[config.mk]
export PLATFORM = sky130hd
export DESIGN_NAME = mole_round_ctrl_flat
export DESIGN_NICKNAME = d
export VERILOG_FILES = /design/src/rtl/mole_round_ctrl_if.sv /design/src/rtl/mole_round_ctrl.sv /design/src/flat_wrapper.sv
export SDC_FILE = /design/constraint.sdc
export NUM_CORES = 1
export LEC_CHECK = 0
export CORE_MARGIN = 2
export CORE_UTILIZATION = 60
export DETAILED_ROUTE_END_ITERATION = 12
export PLACE_DENSITY_LB_ADDON = 0.3
export SYNTH_ARGS = -nofsm -noshare
export SYNTH_HDL_FRONTEND = slang
export SYNTH_SLANG_ARGS = --single-unit
[constraint.sdc]
create_clock -name systemClock -period 2.67 [get_ports systemClock]
set_input_delay 0.801 -clock systemClock [delete_from_list [all_inputs] [get_ports systemClock]]
set_output_delay 0.801 -clock systemClock [all_outputs]
set_load 0.05 [all_outputs]
[src/rtl/mole_round_ctrl_if.sv]
// Bundle of the game-side signals of the mole round controller.
//   enable : game-running level from the game-state FSM
//   keys   : raw active-high pushbuttons, one per mole (asynchronous)
//   mole   : one-hot lit-mole drive, zero when dark
//   W      : round result, 1 = hit, 0 = miss, held between resolutions
//   timeUp : round-end strobe; its falling edge is where W is sampled
// master = game/board side, slave = mole_round_ctrl.
interface mole_round_ctrl_if;
  logic       enable;
  logic [3:0] keys;
  logic [3:0] mole;
  logic       W;
  logic       timeUp;

  modport master (output enable, keys, input mole, W, timeUp);
  modport slave  (input enable, keys, output mole, W, timeUp);
endinterface

[src/rtl/mole_round_ctrl.sv]
// Whack-a-mole round controller: picks a mole that differs from the previous
// round, lights it for a reaction window, resolves hit/miss from synchronized
// key-press events, pulses timeUp for two cycles, then waits a dark gap.
// Ports:
//   systemClock : clock, all state on rising edge
//   resetn      : asynchronous active-low reset
//   bus         : mole_round_ctrl_if.slave (enable, keys in; mole, W, timeUp out)
// Optional feature: define MOLE_SPEEDUP_EN to shorten the window by
// WINDOW_CYCLES>>3 after each hit (floor WINDOW_CYCLES>>2), restoring it to
// WINDOW_CYCLES after each miss.
module mole_round_ctrl #(
  parameter int unsigned WINDOW_CYCLES = 50000000,
  parameter int unsigned GAP_CYCLES    = 12500000,
  parameter logic [7:0]  LFSR_SEED     = 8'hA5
) (
  input  logic               systemClock,
  input  logic               resetn,
  mole_round_ctrl_if.slave   bus
);

  localparam int unsigned CNT_W  = 32;
  localparam int unsigned KEY_W  = 4;
  localparam int unsigned IDX_W  = 2;
  localparam int unsigned LFSR_W = 8;

  localparam logic [CNT_W-1:0] WIN_FULL = CNT_W'(WINDOW_CYCLES);
  localparam logic [CNT_W-1:0] GAP_LOAD = CNT_W'(GAP_CYCLES);
`ifdef MOLE_SPEEDUP_EN
  localparam logic [CNT_W-1:0] WIN_STEP  = CNT_W'(WINDOW_CYCLES >> 3);
  localparam logic [CNT_W-1:0] WIN_FLOOR = CNT_W'(WINDOW_CYCLES >> 2);
`endif

  typedef enum logic [2:0] {
    IDLE    = 3'd0,
    ARM     = 3'd1,
    SHOW    = 3'd2,
    RESOLVE = 3'd3,
    GAP     = 3'd4
  } state_t;

  state_t              state_q, state_n;
  logic [LFSR_W-1:0]   lfsr_q;
  logic [KEY_W-1:0]    key_s1_q, key_s2_q, key_d_q, key_evt_q;
  logic [IDX_W-1:0]    idx_q, idx_n, arm_idx_c;
  logic [CNT_W-1:0]    cnt_q, cnt_n, win_load_c;
  logic                res_q, res_n;
  logic [KEY_W-1:0]    mole_q, mole_n, lit_c;
  logic                w_q, w_n;
  logic                time_up_q, time_up_n;
  logic                hit_c, miss_c;

`ifdef MOLE_SPEEDUP_EN
  logic [CNT_W-1:0]    win_len_q, win_len_n;
`endif

  assign bus.mole   = mole_q;
  assign bus.W      = w_q;
  assign bus.timeUp = time_up_q;

  // Two-flop synchronizer plus registered rising-edge detect per key.
  always_ff @(posedge systemClock or negedge resetn) begin
    if (!resetn) begin
      key_s1_q  <= '0;
      key_s2_q  <= '0;
      key_d_q   <= '0;
      key_evt_q <= '0;
    end else begin
      key_s1_q  <= bus.keys;
      key_s2_q  <= key_s1_q;
      key_d_q   <= key_s2_q;
      key_evt_q <= key_s2_q & ~key_d_q;
    end
  end

  // Free-running Fibonacci LFSR, x^8+x^6+x^5+x^4+1; never reaches zero.
  always_ff @(posedge systemClock or negedge resetn) begin
    if (!resetn) begin
      lfsr_q <= LFSR_SEED;
    end else begin
      lfsr_q <= {lfsr_q[6:0], lfsr_q[7] ^ lfsr_q[5] ^ lfsr_q[4] ^ lfsr_q[3]};
    end
  end

  // State and registered outputs.
  always_ff @(posedge systemClock or negedge resetn) begin
    if (!resetn) begin
      state_q   <= IDLE;
      idx_q     <= '0;
      cnt_q     <= '0;
      res_q     <= 1'b0;
      mole_q    <= '0;
      w_q       <= 1'b0;
      time_up_q <= 1'b0;
`ifdef MOLE_SPEEDUP_EN
      win_len_q <= WIN_FULL;
`endif
    end else begin
      state_q   <= state_n;
      idx_q     <= idx_n;
      cnt_q     <= cnt_n;
      res_q     <= res_n;
      mole_q    <= mole_n;
      w_q       <= w_n;
      time_up_q <= time_up_n;
`ifdef MOLE_SPEEDUP_EN
      win_len_q <= win_len_n;
`endif
    end
  end

`ifdef MOLE_SPEEDUP_EN
  assign win_load_c = win_len_q;
`else
  assign win_load_c = WIN_FULL;
`endif

  // Next-state, counters and output values.
  always_comb begin
    state_n   = state_q;
    idx_n     = idx_q;
    cnt_n     = cnt_q;
    res_n     = res_q;
    w_n       = w_q;
    hit_c     = 1'b0;
    miss_c    = 1'b0;
    lit_c     = KEY_W'(1) << idx_q;
    // Re-roll a repeat by stepping to the neighbouring mole.
    arm_idx_c = lfsr_q[1:0];
    if (arm_idx_c == idx_q) begin
      arm_idx_c = arm_idx_c + IDX_W'(1);
    end

    if (!bus.enable && (state_q != IDLE)) begin
      state_n = IDLE;
    end else begin
      case (state_q)
        IDLE: begin
          if (bus.enable) begin
            state_n = ARM;
          end
        end
        ARM: begin
          idx_n   = arm_idx_c;
          cnt_n   = win_load_c;
          state_n = SHOW;
        end
        SHOW: begin
          // A wrong key wins over a simultaneous correct key; a correct key
          // in the final window cycle still counts as a hit.
          if ((key_evt_q & ~lit_c) != '0) begin
            miss_c = 1'b1;
          end else if (key_evt_q[idx_q]) begin
            hit_c = 1'b1;
          end else if (cnt_q <= CNT_W'(1)) begin
            miss_c = 1'b1;
            cnt_n  = '0;
          end else begin
            cnt_n = cnt_q - CNT_W'(1);
          end
          if (hit_c || miss_c) begin
            w_n     = hit_c;
            res_n   = 1'b0;
            state_n = RESOLVE;
          end
        end
        RESOLVE: begin
          if (res_q) begin
            cnt_n   = GAP_LOAD;
            state_n = GAP;
          end else begin
            res_n = 1'b1;
          end
        end
        GAP: begin
          if (cnt_q <= CNT_W'(1)) begin
            cnt_n   = '0;
            state_n = ARM;
          end else begin
            cnt_n = cnt_q - CNT_W'(1);
          end
        end
        default: begin
          state_n = IDLE;
        end
      endcase
    end

    mole_n    = (state_n == SHOW) ? (KEY_W'(1) << idx_n) : '0;
    // timeUp trails RESOLVE by one cycle so W is settled before it rises.
    time_up_n = (state_q == RESOLVE) && (state_n != IDLE);
  end

`ifdef MOLE_SPEEDUP_EN
  // Window length: shrink on hit down to the floor, restore on miss.
  always_comb begin
    win_len_n = win_len_q;
    if (hit_c) begin
      if (win_len_q >= (WIN_FLOOR + WIN_STEP)) begin
        win_len_n = win_len_q - WIN_STEP;
      end else begin
        win_len_n = WIN_FLOOR;
      end
    end else if (miss_c) begin
      win_len_n = WIN_FULL;
    end
  end
`endif

endmodule

[src/flat_wrapper.sv]
// flat-port wrapper written by rule: the top's interface ports become plain ports
module mole_round_ctrl_flat 
#(
  parameter int unsigned WINDOW_CYCLES = 50000000,
  parameter int unsigned GAP_CYCLES    = 12500000,
  parameter logic [7:0]  LFSR_SEED     = 8'hA5
)
  (systemClock, resetn, bus_enable, bus_keys, bus_mole, bus_W, bus_timeUp);
  mole_round_ctrl_if bus_i ();
  input  logic systemClock;
  input  logic resetn;
  input wire logic [$bits(bus_i.enable)-1:0] bus_enable;
  input wire logic [$bits(bus_i.keys)-1:0] bus_keys;
  output wire logic [$bits(bus_i.mole)-1:0] bus_mole;
  output wire logic [$bits(bus_i.W)-1:0] bus_W;
  output wire logic [$bits(bus_i.timeUp)-1:0] bus_timeUp;
  assign bus_i.enable = bus_enable;
  assign bus_i.keys = bus_keys;
  assign bus_mole = bus_i.mole;
  assign bus_W = bus_i.W;
  assign bus_timeUp = bus_i.timeUp;
  mole_round_ctrl #(.WINDOW_CYCLES(WINDOW_CYCLES), .GAP_CYCLES(GAP_CYCLES), .LFSR_SEED(LFSR_SEED)) u_core (.systemClock(systemClock), .resetn(resetn), .bus(bus_i));
endmodule
==> metrics.md <==
| Metric | Value |
|---|---|
| RR Startpoint | `u_core.cnt_q[24]` |
| Post-CTS Resized | `0` |
| Met3 global-route usage | `roughly 4.9%` |
| Clk buf depth | `2` |
| Die Wd | `79.0 um` |
| Max Fanout on Critical Path | `42` |
| Total Neg Setup Slack | `0 ns` |
| Flops & latches, synth | `68` |
| Leakage power | `~1.6 nW` |
| TritonCTS buffer count | `9` |
| Clk root buf | `clkbuf_8` |
| Commonest cells in the netlist | `64 x dfrtp_1, 22 x inv_1, 22 x nand2_1` |
| Core Rows | `27` |
| Largest net degree at the start of global routing | `46` |
| Initial Util | `61.6%` |
| Largest family of logic cells by synthesized area | `simple AND/OR/NAND/NOR gates` |
| Die Y | `slightly below 80 um` |
| CTS clock-pin slew for the worst setup and hold paths | `about 0.080 ns` |
| Clock latency on the worst-skew pair | `approximately 0.35 ns` |
| Final Hold Fails | `0` |
| Multi-input gate area | `about 0.0015 mm2` |
| Final ANT Viol Nets | `0` |
| Sequential area share after synthesis | `between 50% and 60%` |
| WP data required | `roughly 2.9 ns` |
| Dpl cell area | `0.00362 mm2` |
| Compound-gate portion of the synthesized area | `between 10% and 20%` |
| Count leader, synth | `dfrtp_1` |
| Vias per cell | `6.58` |
| Gate Count Post-Synth | `roughly 350` |
| Post-synthesis mux area share | `0.334%` |
| Max VDD drop | `between 0.6 and 0.7 mV` |
| Fraction of registers with async set/reset | `between 90% and 100%` |
| Post-Syn Nets | `355` |
| Crit. End Element | `flip-flop` |
| First-iteration detailed-routing DRC count | `~340` |
| CTS tree | `done` |
| Layout cell share with drive strength beyond 1 | `12.5%` |
| Area contributors post-synth | `dfrtp_1 48%, a31oi_1 3.5%, dfstp_2 3.1%` |
| Post-Synth Adder-Cell Area | `0.742%` |
| Crit share post-route | `a little over nine tenths` |
| Reg area | `0.00171 mm2` |
| Max Clock Skew | `roughly 0.0073 ns` |
| Vias | `roughly 2900` |
| Status | `finished, final reports clean` |
| Fmax | `approximately 400 MHz` |
| Fin nets | `372` |
| Vias in the first global route | `approximately 2700` |
| Hold Buf Count CTS | `0` |
| Total track usage | `around 28%` |
| Maxcap violations | `0` |
| Finished Cell Area | `0.00382 mm2` |
| Routability congestion estimate | `0.919` |
| Post-synth EDFFs | `0` |
| 1st-pass router iterations | `6` |
| Startpoint Class | `flip-flop` |
| Worst R2R Setup Slack | `between 0.15 and 0.2 ns` |
| XOR/XNOR Fraction of Synth Area | `about 1.3%` |
| Wirelength per Cell | `between 15 and 20 um` |
| Boundary Pins | `13` |
| Overflow after GRT | `0` |
| Synth cell types | `61` |
| Area growth syn-to-layout | `13.3%` |
| Layout fillers | `around 420` |
| Gr busiest metal | `met2` |
| Power Dens Cells | `slightly below 900 mW/mm2` |
| Drt total wl | `slightly below 8000 um` |
| Yosys top cell area share | `between 40% and 50%` |
| Final setup viols | `0` |
| Grt met1 use | `40.4%` |
| Max Slew Vio Count | `0` |
| Tmin final | `about 2.5 ns` |
| Area leader, netlist | `dfrtp_1` |
| Hpwl dp | `slightly above 5000 um` |
| WS Path Type | `flip-flop to flip-flop` |
| Die Area | `between 0.006 and 0.007 mm2` |
| Yosys warnings | `0` |
| Antenna violations before repair | `0` |
| Launch point of the worst path | `u_core.cnt_q[24]` |
| Post-CTS setup buffers | `0` |
| Netlist Area Pre-Place | `between 0.003 and 0.004 mm2` |
| Max-slew headroom | `52.6%` |
| CTS H-tree depth | `3` |
| Hold_sp | `u_core.key_s1_q[0]` |
| CP arrival | `approximately 2.7 ns` |
| Antenna cells | `0` |
| Syn_area_per_cell | `9.74 um2` |
| Unrepaired setup endpoints after global routing | `no` |
| Worst-Margin Slew | `slightly above 0.7 ns` |
| First-pass GRT wire length | `13300 um` |
| DRC Markers | `0` |
| Met2 GRT Util | `between 40% and 50%` |
| Core outline area | `0.00547 mm2` |
| Hold_ws | `roughly 0.35 ns` |
| Simple-Gate Fraction of Synth Area | `24.2%` |
| Clock Sinks | `between 60 and 70` |
| Ys flop type | `dfrtp_1` |
| HP Class | `flip-flop to flip-flop` |
| Port Buffers | `12` |
## final timing paths
path / endpoint / cells past startpoint
max in group asynchronous: u_core.lfsr_q[7] / 2
min in group asynchronous: u_core.idx_q[1] / 1
min reg2reg: u_core.key_s2_q[0] / 0
max: u_core.cnt_q[18] / 7
min: u_core.key_s2_q[0] / 0
max reg2reg: u_core.cnt_q[18] / 7
## placed cells by master (no fill, tap or decap), drive strengths merged, types with 7 or more instances in the layout
master         count
nor2              17
a21oi             14
clkbuf             9
nand3             15
or3               10
o211ai             8
nand2             22
inv               23
or4               10
nor4              11
nor3              14
o21ai             12
dfrtp             64
nand4              8
nor2b              7
clkdlybuf4s50     11
buf               15
a31oi             19
## logic make-up (layout without fill, tap and decap cells)
kind of cell / Yosys count / in the layout
compound gates: 90 / 90
xor+xnor: 5 / 5
fa+ha+maj: 2 / 2
buf+inv: 42 / 64
flops: 68 / 68
mux: 1 / 1
simple gates: 138 / 138
## registers in the layout (all words and copies together) (netlist names)
| name | cells |
|---|---|
| u_core.key_evt_q | 4 |
| u_core.lfsr_q | 8 |
| u_core.cnt_q | 32 |
| u_core.bus.W | 1 |
| u_core.key_s1_q | 4 |
| u_core.res_q | 1 |
| u_core.idx_q | 2 |
| u_core.state_q | 3 |
| u_core.bus.timeUp | 1 |
| u_core.key_s2_q | 4 |
| u_core.key_d_q | 4 |
| u_core.bus.mole | 4 |
## worst max-delay path, stage by stage (launching register included)
cell and delay, ns:
dfrtp_1 0.43, or4_4 0.57, nor4b_2 0.34, nand4_2 0.20, buf_4 0.33, nand2_1 0.12, buf_4 0.22, o221ai_1 0.15
## metal layers
layer | part of all wire [%] | vias to the layer above
li1 | - | 1335
met1 | 46 | 1392
met2 | 46 | 144
met3 | 6.8 | 23
met4 | 1.9 | 0
met5 | 0 | -
## final cells by class
type / instances / share of cell area, %
flip-flops and latches: 68 / 44.7
multi-input cells: 236 / 39.5
repair buffers: 26 / 6.09
clock buffers: 9 / 3.24
well taps: 72 / 2.36
inverters: 22 / 2.16
clock inverters: 7 / 1.97
## metrics by stage
step | utilization [%] | std cells | total power, mW | setup slack (ns)
global placement | 66.1 | 424 | 2.41 | 0.251
detailed placement | 66.1 | 424 | 2.46 | 0.198
finish | 69.8 | 440 | 3.33 | 0.163
CTS | 69.8 | 440 | 3.31 | 0.216
global route | 69.8 | 440 | 3.52 | 0.0669
floorplan | - | 346 | 2.11 | 0.407
## power breakdown
part | total [mW] | switching, mW | internal (mW)
combinational | 1.05 | 0.614 | 0.437
clock | 0.854 | 0.420 | 0.434
sequential | 1.43 | 0.221 | 1.20
No activity file was read; power rests on OpenSTA's default activity.
